$ cat config.mk
export PLATFORM = sky130hd
export DESIGN_NAME = ped_walk_ctrl
export DESIGN_NICKNAME = d
export VERILOG_FILES = /design/src/rtl/ped_walk_ctrl.sv
export SDC_FILE = /design/constraint.sdc
export NUM_CORES = 1
export LEC_CHECK = 0
export ABC_AREA = 1
export BUFFER_PORTS_ARGS = -buffer_cell sky130_fd_sc_hd__buf_4
export CORE_MARGIN = 3
export CORE_UTILIZATION = 40
export DETAILED_ROUTE_END_ITERATION = 6
export PLACE_DENSITY = 0.6
export SLEW_MARGIN = 20
export SYNTH_ARGS = -nofsm -noshare
export SYNTH_HDL_FRONTEND = slang
export SYNTH_SLANG_ARGS = --single-unit
$ cat constraint.sdc
create_clock -name clk -period 1.2 [get_ports clk]
set_input_delay 0.24 -clock clk [delete_from_list [all_inputs] [get_ports clk]]
set_output_delay 0.24 -clock clk [all_outputs]
set_load 0.005 [all_outputs]
$ cat src/rtl/ped_walk_ctrl.sv
// Pedestrian WALK / flashing DON'T WALK controller slaved to traffic_light's leds bus.
// Optional audible WALK chirp output is built when PED_AUDIO_EN is defined.
module ped_walk_ctrl #(
    parameter int DEBOUNCE_CYCLES = 4,
    parameter int WALK_CYCLES     = 3,
    parameter int FLASH_HALF      = 1
) (
    input  logic       clk,
    input  logic       rst,
    input  logic [2:0] leds,
    input  logic       ped_btn,
    output logic       walk,
    output logic       dont_walk,
    output logic       req_pending,
    output logic       fault
`ifdef PED_AUDIO_EN
    ,
    output logic       chirp
`endif
);

    localparam int DW = $clog2(DEBOUNCE_CYCLES + 1);
    localparam int WW = $clog2(WALK_CYCLES + 1);
    localparam int FW = $clog2(FLASH_HALF + 1);

    localparam logic [DW-1:0] DEB_MAX    = DW'(DEBOUNCE_CYCLES);
    localparam logic [DW-1:0] DEB_LAST   = DW'(DEBOUNCE_CYCLES - 1);
    localparam logic [WW-1:0] WALK_LOAD  = WW'(WALK_CYCLES - 1);
    localparam logic [FW-1:0] FLASH_LOAD = FW'(FLASH_HALF - 1);

    localparam logic [2:0] LEDS_OFF = 3'b000;
    localparam logic [2:0] LEDS_RED = 3'b001;
    localparam logic [2:0] LEDS_YEL = 3'b010;
    localparam logic [2:0] LEDS_GRN = 3'b100;

    typedef enum logic [1:0] {
        IDLE  = 2'd0,
        WALK  = 2'd1,
        FLASH = 2'd2,
        FAULT = 2'd3
    } state_t;

    state_t        state, state_nxt;
    logic [1:0]    sync_q;
    logic [DW-1:0] deb_cnt, deb_nxt;
    logic [2:0]    prev_leds;
    logic [WW-1:0] walk_cnt, walk_cnt_nxt;
    logic [FW-1:0] flash_cnt, flash_cnt_nxt;
    logic          walk_nxt, dw_nxt, req_nxt, fault_nxt;
    logic          illegal, is_red, red_onset, press_done, serve;

    // Anything other than one-hot or all-off (including X/Z) is illegal.
    always_comb begin
        illegal = 1'b1;
        case (leds)
            LEDS_OFF, LEDS_RED, LEDS_YEL, LEDS_GRN: illegal = 1'b0;
            default:                                illegal = 1'b1;
        endcase
    end

    assign is_red     = (leds == LEDS_RED);
    assign red_onset  = is_red && (prev_leds != LEDS_RED);
    assign press_done = sync_q[1] && (deb_cnt == DEB_LAST);

    always_comb begin
        deb_nxt = deb_cnt;
        if (!sync_q[1])
            deb_nxt = '0;
        else if (deb_cnt != DEB_MAX)
            deb_nxt = deb_cnt + DW'(1);
    end

    always_comb begin
        state_nxt     = state;
        walk_cnt_nxt  = walk_cnt;
        flash_cnt_nxt = flash_cnt;
        walk_nxt      = 1'b0;
        dw_nxt        = 1'b1;
        fault_nxt     = 1'b0;
        serve         = 1'b0;

        if (illegal) begin
            state_nxt = FAULT;
            fault_nxt = 1'b1;
        end else begin
            case (state)
                IDLE: begin
                    if (red_onset && req_pending) begin
                        state_nxt    = WALK;
                        walk_cnt_nxt = WALK_LOAD;
                        walk_nxt     = 1'b1;
                        dw_nxt       = 1'b0;
                        serve        = 1'b1;
                    end
                end
                WALK: begin
                    if (!is_red) begin
                        state_nxt = IDLE;
                    end else if (walk_cnt == '0) begin
                        state_nxt     = FLASH;
                        flash_cnt_nxt = FLASH_LOAD;
                    end else begin
                        walk_cnt_nxt = walk_cnt - WW'(1);
                        walk_nxt     = 1'b1;
                        dw_nxt       = 1'b0;
                    end
                end
                FLASH: begin
                    if (!is_red) begin
                        state_nxt = IDLE;
                    end else if (flash_cnt == '0) begin
                        dw_nxt        = ~dont_walk;
                        flash_cnt_nxt = FLASH_LOAD;
                    end else begin
                        dw_nxt        = dont_walk;
                        flash_cnt_nxt = flash_cnt - FW'(1);
                    end
                end
                FAULT: begin
                    if (leds == LEDS_OFF)
                        state_nxt = IDLE;
                    else
                        fault_nxt = 1'b1;
                end
                default: state_nxt = IDLE;
            endcase
        end
    end

    // A press completing on the serving edge re-arms the request for the next red.
    always_comb begin
        req_nxt = req_pending;
        if (press_done)
            req_nxt = 1'b1;
        else if (serve)
            req_nxt = 1'b0;
    end

    always_ff @(posedge clk) begin
        if (rst) begin
            state       <= IDLE;
            sync_q      <= '0;
            deb_cnt     <= '0;
            prev_leds   <= LEDS_OFF;
            walk_cnt    <= '0;
            flash_cnt   <= '0;
            walk        <= 1'b0;
            dont_walk   <= 1'b1;
            req_pending <= 1'b0;
            fault       <= 1'b0;
        end else begin
            state       <= state_nxt;
            sync_q      <= {sync_q[0], ped_btn};
            deb_cnt     <= deb_nxt;
            prev_leds   <= leds;
            walk_cnt    <= walk_cnt_nxt;
            flash_cnt   <= flash_cnt_nxt;
            walk        <= walk_nxt;
            dont_walk   <= dw_nxt;
            req_pending <= req_nxt;
            fault       <= fault_nxt;
        end
    end

`ifdef PED_AUDIO_EN
    logic chirp_nxt;

    always_comb begin
        chirp_nxt = 1'b0;
        if (state_nxt == WALK)
            chirp_nxt = (state == WALK) ? ~chirp : 1'b1;
    end

    always_ff @(posedge clk) begin
        if (rst)
            chirp <= 1'b0;
        else
            chirp <= chirp_nxt;
    end
`endif

endmodule

Yosys cells after proc, flatten, opt, wreduce, memory -nomap -nowiden
Cells that the tools add are included.

word-level totals
  register bits after elaboration = 17
  memory bits (writable) = 0
  memories kept = 0
  memory bits (read-only) = 0
  output and inout bits = 4
  logic and storage cells = 83
  latch bits = 0

cells by class
  multipliers = 0
  divide/modulo/power cells = 0
  reductions and logical operators = 15
  bitwise gates (word level) = 3
  equal/unequal tests = 19
  muxes and demuxes = 33
  order comparisons = 0
  add/subtract/negate cells = 3
  shift operators = 0

operators with widths
  cell                   count
  $mux W1                19
  $mux W2                9
  $ne A3 B3 Y1 const B   5
  $ne A2 B2 Y1 const B   5
  $reduce_and A5 Y1      2
  $pmux W2 S4            1
  $eq A3 B2 Y1 const B   2
  $reduce_bool A2 Y1     3
  $eq A2 B2 Y1 const B   2
  $logic_not A2 Y1       2
  $ne A4 B4 Y1 const B   1
  $pmux W1 S2            2
  $pmux W2 S2            1
  $reduce_and A4 Y1      1
  $reduce_or A2 Y1       2
  $reduce_or A4 Y1       1
  $add A3 B1 Y3 const B  1
  $eq A3 B1 Y1 const B   1
  $eq A3 B3 Y1 const B   1
  $logic_and A1 B1 Y1    3
  $logic_not A3 Y1       1
  $ne A3 B1 Y1 const B   1
  $not A1 Y1             3
  $pmux W1 S3            1
  3 further kinds        3

Depth between registers and ports, before layout
Gate-level depths: netlist (run 1).

  word-level depth = 8
  mapped depth = 9
  depth with buffers taken out = 9

Least setup slack after synthesis (run 1)
Ideal clock, no wire load.

  kind = register to register
  from = reg walk_cnt[0]
  to = reg walk_cnt[1]
  path slack = 56 ps
  data arrival time = 1,027 ps
  data required time = 1,083 ps
  cell stages (with the launch flop) = 8
  path buffers = 0
  cells stage by stage = dfxtp_1 > inv_1 > ha_1 > nor2_1 > nand2_1 > nand2_2 > and3_1 > nor2_1

between the ends
  word-level cells in the longest chain between the ends = 4
  elaborated cells on any way between the ends = 7

RTL lines
  what                      line  RTL
  start: declaration        47    logic [WW-1:0] walk_cnt, walk_cnt_nxt;
  start signal: assignment  156   walk_cnt <= walk_cnt_nxt;
  $sub A2 B1 Y2             103   walk_cnt_nxt = walk_cnt - WW'(1);
  $mux W2                   99    end else if (walk_cnt == '0) begin
  $mux W2                   97    if (!is_red) begin
  $pmux W2 S2               86    case (state)

Parallel ways exist; a longest one is shown, timed or not. The select of a mux whose other input is x is not followed.
A chain may end at the register's enable or synchronous reset.

Worst setup path in the final report (run 1)
Ends and elaborated chain as after synthesis.

==> out/metrics.yaml, run 1 <==
layout:
  final_util_pct: 54.0
  drive_gt1_share_pct: 32.5
  syn_to_final_growth_pct: 24.1
  instances_no_fill: 142
  antenna_cells: 0
  nets: 128
  nFillCells: 187
routing:
  drt-initial-drc-count: 6
  dr.pass1.iters: 4
  vias: 646
  drc: 0
  routed_wl_mm: 1.34
  wl_per_cell_um: 9.43
  viasPerCell: 4.55
  ant_nets: 0
clock_network:
  cts-hold-fix-buffers: 0
  clkTransAtPathRegs_ns: 0.09
  cts_buffers: 3
  post-cts-setup-buffers: 0
  cts_tree: "done"
  clockBufferDepth: 2
  clkLatencyLatePin_ns: 0.29
  cts_sinks: 16
  root_buffer: "clkbuf_4"
  htree_levels: 1
synth:
  synth.area.top_cells: "dfxtp_1, inv_1, nand2_1"
  synth_top_area_cell: "dfxtp_1"
  synth_seq_cells: 16
  ys_types: 21
  ys_seq_area_share_pct: 41.8
  synth_edf_count: 0
  synth_top_area_share_pct: 41.8
  postSynth.asyncResetShare_pct: 0
  synth_commonest_cells: "inv_1, nand2_1, dfxtp_1, nor2_1, a21oi_1"
  synthFlopType: "dfxtp_1"
  synth_area_per_cell_um2: 7.52
  synth_nets: 112
  ys_warn_count: 0
  synth_cells: 102
  syn-cell-area_um2: 767
critical_path:
  timing.rr.start: "walk_cnt[0]"
  r2r_cells: 7
  critPathArrivalTime_ns: 1.32
  crit_fanout: 5
  rrSetupSlack_ns: 0.06
  end_kind: "flip-flop"
  critPathRequiredTime_ns: 1.38
  timing.rr.end: "walk_cnt[1]"
  criticalPathCategory: "reg -> reg"
  start_kind: "flip-flop"
  crit_start: "walk_cnt[0]"
placement:
  port_buffers: 9
  gp_congestion: 0.814
  post-dp-hpwl_mm: 1.02
  dpl.cell_count: 138
global_routing:
  use_met3_pct: 5.44
  global_route.peak_usage_layer: "met2"
  grt.met1_usage_pct: 13.3
  use_met2_pct: 20.9
  grt_remaining_overflow: 0
  grt_pass1_wl_mm: 2.33
  grt_usage_pct: 12.4
  grt_pass1_vias: 609
  antenna_found_initial: 0
  grt_max_degree: 10
floorplanning:
  die_h_um: 49.8
  start_util_pct: 43.5
  core_area_mm2: 0.00176
  io-pin-count: 10
  core.rowCount: 15
  die_x_um: 49.8
  die_area_mm2: 0.00248
power:
  finalPower_mw: 1.11
  leakage_nw: 0.445
  ir_worst_vdd_v: 0.000701
  p_per_area_mw_per_mm2: 1160
timing:
  worst_pin_slew_ns: 0.182
  hold_viol: 0
  grt_setup_unrepaired: "yes"
  finClkSkew_ns: 0.00305
  finalSetupViolations: 0
  drv_slew: 0
  timing.hold.ws_ns: 0.145
  post-route-min-period_ns: 1.14
  period_share_pct: 94.8
  maxSlewHeadroom_pct: 87.8
  clock.fmax_mhz: 879
worst_hold_path:
  whs_path_depth: 3
  hp-class: "in -> reg"
  hp-start: "ped_btn"
  holdPathEnd: "sync_q[0]"
outcome:
  status: "finished, final reports clean"
flow_run:
  maxCapViolations: 0
layout by cell type (no fill, tap or decap), types with 4 or more instances in the layout:
cell,count
buf_4,12
o21ai_0,4
nor2_1,15
inv_2,4
nand2_1,17
a21oi_1,5
inv_1,16
dfxtp_1,12
power breakdown:
part	internal [mW]	switching, mW	total, mW
sequential	0.560	0.0229	0.583
combinational	0.0738	0.101	0.175
clock	0.185	0.166	0.351
total	0.818	0.290	1.11
worst max path at each step:
stage | to | slack, ns
floorplan | walk_cnt[1] | 0.06
CTS | walk_cnt[1] | 0.005
global route | walk_cnt[1] | -0.02
finish | walk_cnt[1] | 0.06
detailed placement | walk_cnt[1] | -0.02
global placement | walk_cnt[1] | -0.05
kinds of logic (layout without fill, tap and decap cells):
logic type      after synthesis  count (layout)  synth area share (%)
compound gates               13              13                  9.62
fa+ha+maj                     4               4                  6.53
buf+inv                      21              36                  10.8
flops                        16              16                  41.8
simple gates                 48              48                  31.3
state kept, by name (all words and copies together), names as in the netlist:
signal	flops
dont_walk	1
deb_cnt	3
fault	1
walk_cnt	2
sync_q	2
req_pending	1
state	2
prev_leds	3
walk	1
metrics by stage:
step	cell area (um2)	TNS, ns	setup slack (ns)
2_1_floorplan	767	0	0.0559
3_3_place_gp	881	-0.0820	-0.0458
3_5_place_dp	881	-0.0305	-0.0234
4_1_cts	920	0	0.00524
5_1_grt	952	-0.0189	-0.0189
6_report	952	0	0.0628
critical path, cell delays in order (launching register included):
cell and delay [ns]:
dfxtp_2 0.34, inv_2 0.05, ha_4 0.15, nor2_4 0.11, nand2_1 0.07, nand2_2 0.10
and3_4 0.18, nor2_1 0.03
per-layer routing:
metal	wire length, um	vias up
met5	0	-
met3	63	5
met2	636	9
li1	-	345
met1	608	287
met4	31	0
cell type report:
cell class                 instances  area (um2)  share of cell area [%]
sequential                        16         328                    34.4
multi-input combinational         65         392                    41.1
tap                               25        31.3                    3.29
clock buffer                       4        36.3                    3.81
inverter                          20        75.1                    7.88
timing repair buffer              12        90.1                    9.46
repair_timing:
action	4_1_cts	5_1_grt
resized for setup	1	12
gates cloned	0	0
setup endpoints to repair	2	5
endpoints found under the hold margin	0	0
pin swaps	1	4
Note: power is estimated with default switching activity, not from simulation.
==> run 2: changes to the inputs <==
--- a/config.mk
+++ b/config.mk
@@ -11,6 +11,7 @@
 export CORE_UTILIZATION = 40
 export DETAILED_ROUTE_END_ITERATION = 6
 export PLACE_DENSITY = 0.6
+export RECOVER_POWER = 50
 export SLEW_MARGIN = 20
 export SYNTH_ARGS = -nofsm -noshare
 export SYNTH_HDL_FRONTEND = slang
==> run 2 against run 1 <==
  * Via count did not move
  * Clock power about the same
  * Worst hold slack barely moved
  * Wire length is 0.22% higher
  * Register-to-register slack about the same
  * Critical path depth is the same
  * Sequential cell count is the same
  * Combinational power hardly changed
  * Sequential share of layout area grew 0.14 points
  * Non-clock buffer count is the same
  * Critical path type unchanged
  * Largest cell class unchanged
==> out/metrics.yaml, run 2 (synthesis results as in run 1) <==
timing:
  hold_viol: 0
  finalSetupTns_ns: 0
  worst_pin_slew_ns: 0.360
  clock.fmax_mhz: 879
  drv_slew: 0
  maxSlewHeadroom_pct: 76.0
  post-route-min-period_ns: 1.14
  finClkSkew_ns: 0.00271
  finalSetupViolations: 0
  period_share_pct: 94.8
  grt_setup_unrepaired: "yes"
critical_path:
  path_cells: "inv_2, ha_4, nor2_4, nand2_1, nand2_2, and3_4, nor2_1"
  path_buf_inv: 1
  timing.rr.end: "walk_cnt[1]"
  critPathRequiredTime_ns: 1.38
  critPathArrivalTime_ns: 1.32
  rrSetupSlack_ns: 0.06
  crit_fanout: 5
  slowest_delay_ns: 0.34
  cp.depth: 7
  slowest_stage: "dfxtp_2"
  criticalPathCategory: "reg -> reg"
  start_kind: "flip-flop"
  end_kind: "flip-flop"
  r2r_cells: 7
  cpLargestDelayFamily: "simple AND/OR/NAND/NOR gates"
  timing.rr.start: "walk_cnt[0]"
layout:
  syn_to_final_growth_pct: 23.7
  mostFrequentLayoutCell: "nand2_1"
  final_cell_mix: "nand2_1, inv_1, nor2_1"
  antenna_cells: 0
  nets: 128
  final_util_pct: 53.8
  reg_top3: "deb_cnt (3), prev_leds (3)"
  drive_gt1_share_pct: 31.6
clock_network:
  cts_buffers: 3
  cts-hold-fix-buffers: 0
  cts_sinks: 16
  clockBufferDepth: 2
  cts_tree: "done"
  root_buffer: "clkbuf_4"
  clkTransAtPathRegs_ns: 0.09
  clkLatencyLatePin_ns: 0.29
  htree_levels: 1
floorplanning:
  start_util_pct: 43.5
  core.rowCount: 15
  core_area_mm2: 0.00176
  die_x_um: 49.8
  die_area_mm2: 0.00248
  die_h_um: 49.8
  io-pin-count: 10
routing:
  viasPerCell: 4.55
  drt-initial-drc-count: 6
  routed_wl_mm: 1.34
  met1_length_um: 609
  wl_met2_um: 636
  routed.top_layer: "met4"
  drc: 0
  dr_wl_met3_um: 64
  dr.pass1.iters: 4
  wl_per_cell_um: 9.45
  vias: 646
  ant_nets: 0
global_routing:
  grt_usage_pct: 12.4
  antenna_found_initial: 0
  grt_max_degree: 10
  grt_pass1_wl_mm: 2.33
  grt_remaining_overflow: 0
  grt_pass1_vias: 609
placement:
  port_buffers: 9
  post-dp-hpwl_mm: 1.02
  gp_congestion: 0.814
power:
  p_per_area_mw_per_mm2: 1170
  finalPower_mw: 1.11
  ir_worst_vdd_v: 0.000701
  leakage_nw: 0.442
worst_hold_path:
  hp-class: "in -> reg"
  hp-start: "ped_btn"
  whs_path_depth: 3
  holdPathEnd: "sync_q[0]"
flow_run:
  maxCapViolations: 0
outcome:
  status: "finished, final reports clean"
[run 2: cell count changes in the layout (fill, tap and decap cells not counted)]
| cell | delta |
|---|---|
| buf_4 | -1 |
| clkbuf_1 | +1 |
[run 2: where the power goes]
group / internal (mW) / total [mW] / switching (mW)
clock network: 0.185 / 0.350 / 0.166
logic: 0.0723 / 0.174 / 0.101
registers: 0.560 / 0.583 / 0.0229
total: 0.817 / 1.11 / 0.290
[run 2: through the flow]
| step | worst slack (ns) | instances | hold slack [ns] | instance area, um2 |
|---|---|---|---|---|
| after floorplan | 0.0559 | 102 | 0.347 | 767 |
| after global placement | -0.0458 | 138 | 0.393 | 881 |
| after detailed placement | -0.0234 | 138 | 0.395 | 881 |
| after CTS | 0.00524 | 142 | 0.137 | 920 |
| after global routing | -0.0189 | 142 | 0.147 | 948 |
| final | 0.0628 | 142 | 0.145 | 948 |
[run 2: repair_timing]
| item | 4_1_cts | 5_1_grt |
|---|---|---|
| setup endpoints to repair | 2 | 5 |
| pin swaps | 1 | 4 |
| setup buffers | 0 | 0 |
| gates resized for setup | 1 | 12 |
[run 2: worst max path at each step]
stage	startpoint	end
floorplan	walk_cnt[0]	walk_cnt[1]
global placement	walk_cnt[0]	walk_cnt[1]
detailed placement	walk_cnt[0]	walk_cnt[1]
CTS	walk_cnt[0]	walk_cnt[1]
global route	walk_cnt[1]	walk_cnt[1]
finish	walk_cnt[0]	walk_cnt[1]
[run 2: worst min-delay path, cell delays in order]
cell and delay [ns]:
buf_4 0.08, inv_1 0.03, nor2_1 0.06
[run 2: routing by layer]
layer  vias up  track usage (%)
met1       287             13.3
met3         5             5.44
met4         0             5.53
li1        345                -
met2         9             20.9
met5         -                0
[run 2: layout make-up]
cell class	instances	area, um2
clock buffers	4	36.3
multi-input cells	65	392
fillers	187	816
flip-flops and latches	16	328
repair buffers	12	86.3
inverters	20	75.1
well taps	25	31.3
